### src/rtl/multiplier_phase_sequencer_pkg.sv
// Shared types for the matrix-multiplier phase sequencer: state encoding,
// child indices and the state-to-child ownership map.
package multiplier_seq_pkg;

    typedef enum logic [2:0] {
        IDLE    = 3'd0,
        LOAD_A  = 3'd1,
        LOAD_B  = 3'd2,
        LOAD_AB = 3'd3,
        COMPUTE = 3'd4,
        STORE   = 3'd5,
        DONE    = 3'd6
    } seq_state_e;

    localparam int N_CHILD    = 4;
    localparam int CH_LOAD_A  = 0;
    localparam int CH_LOAD_B  = 1;
    localparam int CH_COMPUTE = 2;
    localparam int CH_STORE   = 3;

    // Children whose handshake is live while the FSM sits in st.
    function automatic logic [N_CHILD-1:0] phase_owner(seq_state_e st);
        logic [N_CHILD-1:0] m;
        m = '0;
        case (st)
            LOAD_A:  m[CH_LOAD_A]  = 1'b1;
            LOAD_B:  m[CH_LOAD_B]  = 1'b1;
            LOAD_AB: begin
                m[CH_LOAD_A] = 1'b1;
                m[CH_LOAD_B] = 1'b1;
            end
            COMPUTE: m[CH_COMPUTE] = 1'b1;
            STORE:   m[CH_STORE]   = 1'b1;
            default: m = '0;
        endcase
        return m;
    endfunction

endpackage

### src/rtl/multiplier_phase_sequencer_child.sv
// Per-child ap_start/ap_ready/ap_done handshake: start-pending bit and done latch.
// The parent masks ready/done so only the owning phase reaches this block.
module seq_child_handshake (
    input  logic ap_clk,
    input  logic ap_rst_n,
    input  logic arm,
    input  logic abort,
    input  logic child_ready,
    input  logic child_done,
    output logic child_start,
    output logic done_seen
);

    logic pend_q, pend_d;
    logic seen_q, seen_d;

    always_comb begin
        pend_d = pend_q;
        seen_d = seen_q;
        if (abort) begin
            pend_d = 1'b0;
            seen_d = 1'b0;
        end else if (arm) begin
            pend_d = 1'b1;
            seen_d = 1'b0;
        end else begin
            if (child_ready) pend_d = 1'b0;
            if (child_done)  seen_d = 1'b1;
        end
    end

    always_ff @(posedge ap_clk or negedge ap_rst_n) begin
        if (!ap_rst_n) begin
            pend_q <= 1'b0;
            seen_q <= 1'b0;
        end else begin
            pend_q <= pend_d;
            seen_q <= seen_d;
        end
    end

    assign child_start = pend_q;
    assign done_seen   = seen_q;

endmodule

### src/rtl/multiplier_phase_sequencer.sv
// Phase sequencer for the matrix multiplier: load-A, load-B, compute, store,
// with run-latency capture and per-phase watchdog. Build option SEQ_OVERLAP_LOAD_EN
// runs both loads concurrently in LOAD_AB.
module multiplier_phase_sequencer
    import multiplier_seq_pkg::*;
#(
    parameter int unsigned CNT_W          = 32,
    parameter int unsigned TIMEOUT_CYCLES = 0
) (
    input  logic               ap_clk,
    input  logic               ap_rst_n,
    input  logic               ap_start,
    output logic               ap_ready,
    output logic               ap_done,
    output logic               ap_idle,
    input  logic               ap_continue,
    output logic [N_CHILD-1:0] child_start,
    input  logic [N_CHILD-1:0] child_ready,
    input  logic [N_CHILD-1:0] child_done,
    output logic [2:0]         phase,
    output logic [CNT_W-1:0]   run_cycles,
    output logic               timeout_err
);

    seq_state_e         state_q, state_d;
    logic               ready_q;
    logic               tmo_q, tmo_d;
    logic [CNT_W-1:0]   run_cnt_q, run_cnt_d;
    logic [CNT_W-1:0]   run_cycles_q, run_cycles_d;
    logic [CNT_W-1:0]   wd_q, wd_d;

    logic [N_CHILD-1:0] own, arm, done_seen, ready_g, done_g;
    logic               accept, phase_cmpl, wd_abort, done_entry;

    assign own     = phase_owner(state_q);
    assign arm     = phase_owner(state_d) & ~own;
    assign ready_g = child_ready & own;
    assign done_g  = child_done & own;

    // A phase is complete when every owned child has reported done, now or earlier.
    assign phase_cmpl = (own != '0) && (((done_seen | done_g) & own) == own);

    for (genvar i = 0; i < N_CHILD; i++) begin : g_child
        seq_child_handshake u_hs (
            .ap_clk      (ap_clk),
            .ap_rst_n    (ap_rst_n),
            .arm         (arm[i]),
            .abort       (wd_abort),
            .child_ready (ready_g[i]),
            .child_done  (done_g[i]),
            .child_start (child_start[i]),
            .done_seen   (done_seen[i])
        );
    end

    if (TIMEOUT_CYCLES != 0) begin : g_wd
        assign wd_abort = (own != '0) && !phase_cmpl && (wd_q == CNT_W'(TIMEOUT_CYCLES));
    end else begin : g_no_wd
        assign wd_abort = 1'b0;
    end

    always_comb begin
        state_d = state_q;
        accept  = 1'b0;
        case (state_q)
            IDLE: begin
                if (ap_start) begin
                    accept = 1'b1;
`ifdef SEQ_OVERLAP_LOAD_EN
                    state_d = LOAD_AB;
`else
                    state_d = LOAD_A;
`endif
                end
            end
            LOAD_A:  if (phase_cmpl) state_d = LOAD_B;
            LOAD_B:  if (phase_cmpl) state_d = COMPUTE;
            LOAD_AB: if (phase_cmpl) state_d = COMPUTE;
            COMPUTE: if (phase_cmpl) state_d = STORE;
            STORE:   if (phase_cmpl) state_d = DONE;
            DONE:    if (ap_continue) state_d = IDLE;
            default: state_d = IDLE;
        endcase
        if (wd_abort) state_d = DONE;
    end

    assign done_entry = (state_d == DONE) && (state_q != DONE);

    always_comb begin
        run_cnt_d    = run_cnt_q;
        run_cycles_d = run_cycles_q;
        wd_d         = wd_q;
        tmo_d        = tmo_q;
        if (accept) begin
            run_cnt_d = CNT_W'(1);
        end else if (own != '0 && run_cnt_q != '1) begin
            run_cnt_d = run_cnt_q + CNT_W'(1);
        end
        if (done_entry) run_cycles_d = run_cnt_q;
        // Phase counter reads 1 in the first cycle of every phase.
        if (state_d != state_q) begin
            wd_d = CNT_W'(1);
        end else if (wd_q != '1) begin
            wd_d = wd_q + CNT_W'(1);
        end
        if (accept) begin
            tmo_d = 1'b0;
        end else if (wd_abort) begin
            tmo_d = 1'b1;
        end
    end

    always_ff @(posedge ap_clk or negedge ap_rst_n) begin
        if (!ap_rst_n) begin
            state_q      <= IDLE;
            ready_q      <= 1'b0;
            tmo_q        <= 1'b0;
            run_cnt_q    <= '0;
            run_cycles_q <= '0;
            wd_q         <= '0;
        end else begin
            state_q      <= state_d;
            ready_q      <= accept;
            tmo_q        <= tmo_d;
            run_cnt_q    <= run_cnt_d;
            run_cycles_q <= run_cycles_d;
            wd_q         <= wd_d;
        end
    end

    assign ap_ready    = ready_q;
    assign ap_done     = (state_q == DONE);
    assign ap_idle     = (state_q == IDLE);
    assign phase       = state_q;
    assign run_cycles  = run_cycles_q;
    assign timeout_err = tmo_q;

endmodule
### config.mk
export PLATFORM = sky130hd
export DESIGN_NAME = multiplier_phase_sequencer
export DESIGN_NICKNAME = d
export VERILOG_FILES = /design/src/rtl/multiplier_phase_sequencer_pkg.sv /design/src/rtl/multiplier_phase_sequencer_child.sv /design/src/rtl/multiplier_phase_sequencer.sv
export SDC_FILE = /design/constraint.sdc
export NUM_CORES = 1
export LEC_CHECK = 0
export CORE_MARGIN = 5
export CORE_UTILIZATION = 50
export CTS_CLUSTER_SIZE = 25
export DETAILED_ROUTE_END_ITERATION = 6
export DONT_BUFFER_PORTS = 1
export PLACE_DENSITY = 0.75
export REMOVE_ABC_BUFFERS = 1
export SYNTH_ARGS = -nofsm -noshare
export SYNTH_HDL_FRONTEND = slang
export SYNTH_SLANG_ARGS = --single-unit
### constraint.sdc
create_clock -name ap_clk -period 2.4 [get_ports ap_clk]
set_input_delay 0.24 -clock ap_clk [delete_from_list [all_inputs] [get_ports ap_clk]]
set_output_delay 0.24 -clock ap_clk [all_outputs]
set_load 0.01 [all_outputs]
After elaboration in Yosys (flattened, before gate mapping)

Cells that the tools add are included.

$add $sub $neg: 1
Equality and inequality tests: 15
Mux-type cells: 35
Bitwise gates (word level): 6
Reduce and logical (&&, ||, !) cells: 18

Operators with widths:

| cell                  | number |
|---|---|
| $mux 32               | 2 |
| $add 32x1->32 const B | 1 |
| $ne 32x32->1 const B  | 1 |
| $mux 1                | 26 |
| $eq 3x3->1 const B    | 6 |
| $mux 3                | 6 |
| $pmux 3 s6            | 1 |
| $reduce_bool 2->1     | 9 |
| $and 4x4->4           | 4 |
| $eq 3x2->1 const B    | 4 |
| $reduce_or 2->1       | 4 |
| $eq 3x1->1 const B    | 2 |
| $eq 4x4->1            | 1 |
| $not 4->4             | 1 |
| $or 4x4->4            | 1 |
| $reduce_bool 4->1     | 1 |
| $logic_and 1x1->1     | 3 |
| $logic_not 3->1       | 1 |
| $ne 3x3->1 const B    | 1 |

Register bits: 76
Input bits: 12

Depth between registers and ports, before layout

Gate-level depths: netlist (run 1).

Word-level depth: 15
Gate-level depth with buffers: 8
Mapped depth without buffers: 6

Hierarchy

From an unflattened synthesis (run 1), not the netlist that was laid out.

Cells, all modules: 347
Area total of the unflattened synthesis: 3,707.3 sq um

Modules (own cells, without submodules):

| module                     | instances | cells each | area an instance (sq um) |
|---|---|---|---|
| multiplier_phase_sequencer | 1         | 319        | 3,397.0 |
| seq_child_handshake        | 4         | 7          | 77.6 |

Worst setup path after synthesis (run 1)

OpenSTA, ideal clock, no wires.

Path type: reg2reg
Start: register run_cnt_q[0]
End: register run_cnt_q[1]
Library setup time: 0.120 ns
Arrival time: 2.002 ns
Path slack: 0.278 ns
Cell stages (with the launch flop): 7
Path buffers: 0
Period minus slack after synthesis: 2.122 ns
Path through: dfrtp_1 > ha_1 > nand3_1 > or4_4 > or4_1 > and3_1 > a31o_1

Word-level cells in the longest chain between the ends: 3
Elaborated cells between the ends (all ways): 6
Classes of those cells: add/sub: 1; eq/ne: 1; mux: 2; reduce/logical: 2

Ends and longest elaborated chain:

| element                                              | RTL line                                                           | source |
|---|---|---|
| from (decl)                                          | multiplier_phase_sequencer.sv:28                                   | `logic [CNT_W-1:0] run_cnt_q, run_cnt_d;` |
| from (signal assigned)                               | multiplier_phase_sequencer.sv:125                                  | `run_cnt_q <= run_cnt_d;` |
| $add 32x1->32 / $ne 32x32->1 (equally long branches) | multiplier_phase_sequencer.sv:97, multiplier_phase_sequencer.sv:96 |  |
| $mux 32 / $logic_and 1x1->1 (equally long branches)  | multiplier_phase_sequencer.sv:96                                   | `end else if (own != '0 && run_cnt_q != '1) begin` |
| $mux 32 / $reduce_bool 2->1 (equally long branches)  | --                                                                 |  |

Parallel ways exist; a longest one is shown, timed or not. The select of a mux whose other input is x is not followed.
A chain may end at the register's enable or synchronous reset.

Worst setup path in the final report (run 1)

Start: register run_cnt_q[10]
End: register run_cnt_q[1]

Word-level cells in the longest chain between the ends: 3

Ends and longest elaborated chain:

| element                     | RTL line |
|---|---|
| $ne 32x32->1                | multiplier_phase_sequencer.sv:96 |
| $logic_and 1x1->1           | multiplier_phase_sequencer.sv:96 |
| $reduce_bool 2->1 (no line) | -- |

No other way between the ends.

==> flow_metrics.env, run 1 <==
export IMPL_ys_seq_elements=76
export IMPL_hp_class="primary input to register"
export IMPL_fin_crit_sh_pct=94.7
export IMPL_preCtsSetupSlack_ns=0.110
export IMPL_dp_final_hpwl_um=5390
export IMPL_cts_tree="yes"
export IMPL_detail_route_antenna_nets=0
export IMPL_clk_latency_ns=0.34
export IMPL_synth_top_area_cell="dfrtp_1"
export IMPL_path_class="register to register"
export IMPL_setup_slack_ns=0.127
export IMPL_num_vias=2687
export IMPL_clkSinkCount=76
export IMPL_yosysSeqAreaShare_pct=51.7
export IMPL_core_sq_um=7210
export IMPL_clock_skew_ns=0.00640
export IMPL_die_h_um=95.7
export IMPL_start_util_pct=51.0
export IMPL_grt_pass1_vias=2617
export IMPL_area_growth_synth_to_final_pct=9.60
export IMPL_tns_ns=0
export IMPL_avgSynthCellArea_sq_um=10.6
export IMPL_ys_warn_count=0
export IMPL_overflow=0
export IMPL_avgRoutedWirePerCell_um=16.6
export IMPL_worst_ep_arrival_time_ns=2.51
export IMPL_antenna_cells=0
export IMPL_synth_distinct_cells=46
export IMPL_dp_cells=437
export IMPL_crit_required_ns=2.63
export IMPL_io_pins=55
export IMPL_port_buffers=0
export IMPL_drv_slew=0
export IMPL_power_density_nw_per_um2=1050
export IMPL_hold_viol_final=0
export IMPL_max_cap_violations=0
export IMPL_grt_max_degree=77
export IMPL_fmax_mhz=440
export IMPL_htree_levels=3
export IMPL_stdcell_count=456
export IMPL_cts_buffers=9
export IMPL_worst_setup_path_end_kind="register"
export IMPL_synth_top_cell_area_share_pct=51.7
export IMPL_drc_errors=0
export IMPL_nFillCells=640
export IMPL_clock_path_buffers=2
export IMPL_grt_pass1_wl_um=12600
export IMPL_outcome="complete, no violations"
export IMPL_path_clk_slew_ns=0.08
export IMPL_p_total_w=0.00425
export IMPL_start_kind="register"
export IMPL_ir_drop_mv=0.438
export IMPL_worst_path_max_fanout=7
export IMPL_clock_root_buffer="clkbuf_8"
export IMPL_setup_violations=0
export IMPL_rsz0062_at_grt="no"
export IMPL_rows=31
export IMPL_synth_area_sq_um=3680
export IMPL_synth_cells=346
export IMPL_die_area_sq_um=9170
export IMPL_drive_gt1_share_pct=19.3
export IMPL_antenna_found_initial=0
export IMPL_grt_usage_pct=17.7
export IMPL_die_w_um=95.7
export IMPL_via_per_inst=5.89
export IMPL_leakage_nw=1.75
export IMPL_gp_congestion=0.877
export IMPL_fin_nets=365
export IMPL_drt_total_wl_um=7590
export IMPL_drtPass1Iterations=4
export IMPL_post_route_min_period_ns=2.27
export IMPL_first_iter_violations=183
export IMPL_synth_area_top_cells="dfrtp_1, mux2_2, nand2_1"
## final timing paths
kind | cells after the start | startpoint | slack, ns | endpoint
worst min-delay path | 2 | child_done[0] | 0.06 | g_child[0].u_hs.done_seen
max in group asynchronous | 2 | ap_rst_n | 1.66 | run_cycles[22]
worst max register to register | 5 | run_cnt_q[10] | 0.13 | run_cnt_q[1]
min in group asynchronous | 2 | ap_rst_n | 0.46 | g_child[3].u_hs.child_start
worst max-delay path | 5 | run_cnt_q[10] | 0.13 | run_cnt_q[1]
worst min register to register | 1 | run_cnt_q[31] | 0.53 | run_cnt_q[31]
## power breakdown
| group | internal, W | switching, W |
|---|---|---|
| combinational | 0.000513 | 0.000589 |
| clock | 0.000609 | 0.000443 |
| sequential | 0.00165 | 0.000438 |
| total | 0.00278 | 0.00147 |
## state kept, by name, indices dropped and copies added, names as in the netlist
signal	cells
g_child.u_hs.child_start	4
run_cnt_q	32
run_cycles	32
g_child.u_hs.done_seen	4
phase	3
ap_ready	1
## logic make-up after synthesis
kind of cell	share of synthesized area, %
AOI/OAI and AO/OA	13.1
xor gates and xnor gates	0.238
adders and majority gates	0.340
buffers and inverters	4.15
DFF	51.7
muxes	11.2
other	0.102
and+or+nand+nor	19.2
## worst max-delay path: stages (launching register included)
cell     delay, ns
dfrtp_1       0.48
nand3_2       0.15
or4_4         0.59
or4_1         0.55
and3_1        0.22
a31o_1        0.18
## cell usage after synthesis (all sizes together)
master   instances
o311a            1
nor2            14
nor4bb           1
and2             2
dfrtp           76
a211oi           1
nand3           19
o21ai           19
inv              6
o31ai           14
a31oi            4
and4             2
nor4             5
conb             1
ha               1
nor2b            3
nand4            7
mux2i            5
o22ai            2
o211ai           8
nor3             3
a22oi            2
or3             12
mux2            32
nand2b           2
or2              1
xor2             1
and3             9
clkbuf           8
nand4bb          1
a2bb2oi          1
a21oi           23
nand2           32
a31o             1
buf             12
o311ai           1
or4             13
o2bb2ai          1
## per-stage QoR
| stage | utilization [%] | hold slack, ns | area (sq um) |
|---|---|---|---|
| 6_report | 55.8 | 0.0564 | 4030 |
| 2_1_floorplan | - | -0.0556 | 3550 |
| 3_5_place_dp | 52.2 | -0.0536 | 3760 |
| 4_1_cts | 55.7 | 0.0391 | 4020 |
| 3_3_place_gp | 52.2 | -0.0539 | 3760 |
| 5_1_grt | 55.8 | 0.0515 | 4030 |
## area by class of cell
| class | count | area [sq um] | area share, % |
|---|---|---|---|
| flip-flops and latches | 76 | 1900 | 47.2 |
| multi-input cells | 244 | 1630 | 40.4 |
| clock buffers | 11 | 141 | 3.51 |
| repair buffers | 15 | 135 | 3.35 |
| well taps | 99 | 124 | 3.07 |
| clock inverters | 5 | 75.1 | 1.86 |
| inverters | 6 | 22.5 | 0.559 |
## cell usage in the layout, fill, tap and decap left out, drive strengths merged, types with 5 or more instances in the layout
| master | synthesis | final |
|---|---|---|
| mux2 | 32 | 32 |
| or3 | 12 | 12 |
| nand4 | 7 | 7 |
| nand3 | 19 | 19 |
| and3 | 9 | 9 |
| o21ai | 19 | 19 |
| buf | 12 | 14 |
| nor2 | 14 | 14 |
| or4 | 13 | 13 |
| mux2i | 5 | 5 |
| o211ai | 8 | 8 |
| dfrtp | 76 | 76 |
| o31ai | 14 | 14 |
| nand2 | 32 | 32 |
| inv | 6 | 6 |
| nor4 | 5 | 5 |
| a21oi | 23 | 23 |
| clkbuf | 8 | 11 |
## per-layer routing
metal | track usage [%] | share of wire [%]
met2 | 26.8 | 46
met1 | 24.3 | 46
met3 | 5.63 | 7.2
met4 | 5.57 | 1.2
met5 | 0 | 0
## repair_timing
action / CTS / global route
endpoints found under the hold margin: 76 / 0
endpoints found under the setup margin: 0 / 2
setup buffers: 0 / 1
hold buffers: 2 / 0
gates resized for setup: 0 / 1
No activity file was read; power rests on OpenSTA's default activity.
==> inputs of run 2 (changes only) <==
- CAP_MARGIN: unset -> 10
- CORE_MARGIN: 5 -> unset
==> run 2 against run 1 <==
Against the previous run: die area fell by 16%; critical endpoint unchanged; count of clock-buffer cells in the layout rose by 2; register-to-register slack barely moved; critical path depth rose by 1; first-iteration DRC count rose by 6.6%; power fell by 7.1%; critical path type unchanged; largest power group unchanged; sequential cell count did not move; clock power fell by 27%; maximum frequency fell by 0.53%; via count rose by 1.6%; routed wire length fell by 0.45%.
==> flow_metrics.env, run 2 (same netlist as run 1, synthesis figures left out) <==
export IMPL_path_class="register to register"
export IMPL_die_area_sq_um=7700
export IMPL_tns_ns=0
export IMPL_htree_levels=3
export IMPL_die_h_um=87.7
export IMPL_clock_skew_ns=0.00567
export IMPL_fin_crit_sh_pct=95.2
export IMPL_cp_slowest_stage_delay_ns=0.54
export IMPL_clock_path_buffers=2
export IMPL_grt_pass1_vias=2549
export IMPL_fmax_mhz=438
export IMPL_drtPass1Iterations=4
export IMPL_die_w_um=87.7
export IMPL_drc_errors=0
export IMPL_overflow=0
export IMPL_rsz0062_at_grt="no"
export IMPL_worst_setup_path_end_kind="register"
export IMPL_post_route_min_period_ns=2.29
export IMPL_critPathSlowestCell="or4_1"
export IMPL_drive_gt1_share_pct=17.3
export IMPL_crit_required_ns=2.64
export IMPL_worst_ep_arrival_time_ns=2.52
export IMPL_clkSinkCount=76
export IMPL_detail_route_antenna_nets=0
export IMPL_hold_viol_final=0
export IMPL_gp_congestion=0.807
export IMPL_area_growth_synth_to_final_pct=6.98
export IMPL_clk_latency_ns=0.34
export IMPL_start_util_pct=52.9
export IMPL_hp_class="primary input to register"
export IMPL_final_common_cell="dfrtp_1"
export IMPL_path_clk_slew_ns=0.07
export IMPL_regArea_sq_um=1900
export IMPL_antenna_found_initial=0
export IMPL_layout_common_cells="dfrtp_1, mux2_2, nand2_1, a21oi_1, nand3_1"
export IMPL_nFillCells=604
export IMPL_drt_total_wl_um=7550
export IMPL_clock_root_buffer="clkbuf_8"
export IMPL_drv_slew=0
export IMPL_grt_usage_pct=21.0
export IMPL_power_density_nw_per_um2=1000
export IMPL_grt_max_degree=77
export IMPL_ir_drop_mv=0.474
export IMPL_cts_tree="yes"
export IMPL_port_buffers=0
export IMPL_antenna_cells=0
export IMPL_place_area_sq_um=3750
export IMPL_io_pins=55
export IMPL_dp_cells=433
export IMPL_via_per_inst=6.10
export IMPL_fin_nets=363
export IMPL_first_iter_violations=195
export IMPL_leakage_nw=1.70
export IMPL_start_kind="register"
export IMPL_stdcell_count=448
export IMPL_setup_violations=0
export IMPL_dp_final_hpwl_um=5230
export IMPL_rows=30
export IMPL_post_cts_buffers=0
export IMPL_max_cap_violations=0
export IMPL_worst_path_max_fanout=5
export IMPL_fin_area_sq_um=3930
export IMPL_cp_cell_sequence="ha_1 > nand3_1 > or4_4 > or4_1 > and3_1 > a31o_1"
export IMPL_avgRoutedWirePerCell_um=16.9
export IMPL_outcome="complete, no violations"
export IMPL_cts_buffers=9
export IMPL_grt_pass1_wl_um=12300
export IMPL_core_sq_um=6940
export IMPL_num_vias=2731
export IMPL_multiInputGateArea_sq_um=1630
==> run 2: cell count changes in the layout (fill, tap and decap cells not counted) <==
| cell | before | now |
|---|---|---|
| buf_4 | 13 | 11 |
| bufinv_16 | 2 | 0 |
| clkbuf_1 | 1 | 4 |
| clkbuf_8 | 10 | 9 |
| clkinv_2 | 3 | 0 |
| ha_1 | 0 | 1 |
| ha_2 | 1 | 0 |
| nand2_1 | 32 | 31 |
| nand2_2 | 0 | 1 |
==> run 2: path summary, 6_finish.rpt <==
check                      slack (ns)           from  cells past startpoint                           to
setup reg to reg                 0.11   run_cnt_q[0]                      6                 run_cnt_q[1]
hold / removal                   0.05  child_done[0]                      2    g_child[0].u_hs.done_seen
setup / recovery                 0.11   run_cnt_q[0]                      6                 run_cnt_q[1]
min in group asynchronous        0.46       ap_rst_n                      2  g_child[1].u_hs.child_start
max in group asynchronous        1.62       ap_rst_n                      2                run_cnt_q[26]
hold reg to reg                  0.50  run_cnt_q[31]                      1                run_cnt_q[31]
==> run 2: cell type report <==
type | count | area share (%)
flip-flops and latches | 76 | 48.4
multi-input cells | 244 | 41.4
inverters | 6 | 0.573
repair buffers | 13 | 3.05
clock buffers | 13 | 3.53
well taps | 96 | 3.05
==> run 2: through the flow <==
stage,setup WS [ns],total power [W],hold WS [ns],utilization (%)
finish,0.115,0.00394,0.0497,56.6
global route,0.00721,0.00421,0.0354,56.6
CTS,0.125,0.00398,0.0346,56.6
detailed placement,0.135,0.00318,-0.0541,54.1
global placement,0.196,0.00312,-0.0539,54.1
floorplan,-1.11,0.00281,-0.0556,-
==> run 2: where the power goes <==
group / leakage, nW / internal [W] / switching (W) / total (W)
logic: 0.625 / 0.000498 / 0.000600 / 0.00110
clock network: 0.0694 / 0.000360 / 0.000402 / 0.000762
registers: 1.00 / 0.00166 / 0.000430 / 0.00209
==> run 2: worst max-delay path: cells and delay by family (launching register included) <==
family | cells | cell delay (ns)
AO/OA/AOI/OAI | 1 | 0.18
adder cells (fa/ha/maj) | 1 | 0.24
AND/OR/NAND/NOR | 4 | 1.35
flip-flops | 1 | 0.41
==> run 2: per-layer routing <==
metal	GRT usage (%)	up-vias	share of wire [%]
met3	5.56	7	6.6
met5	0	-	0
li1	-	1289	-
met1	28.7	1352	45
met2	32.1	83	47
met4	8.05	0	1.1
==> run 2: what timing repair did <==
item / in CTS / in global routing
resized for setup: 0 / 1
hold endpoints to repair: 76 / 0
hold buffers: 2 / 0
setup endpoints to repair: 0 / 5
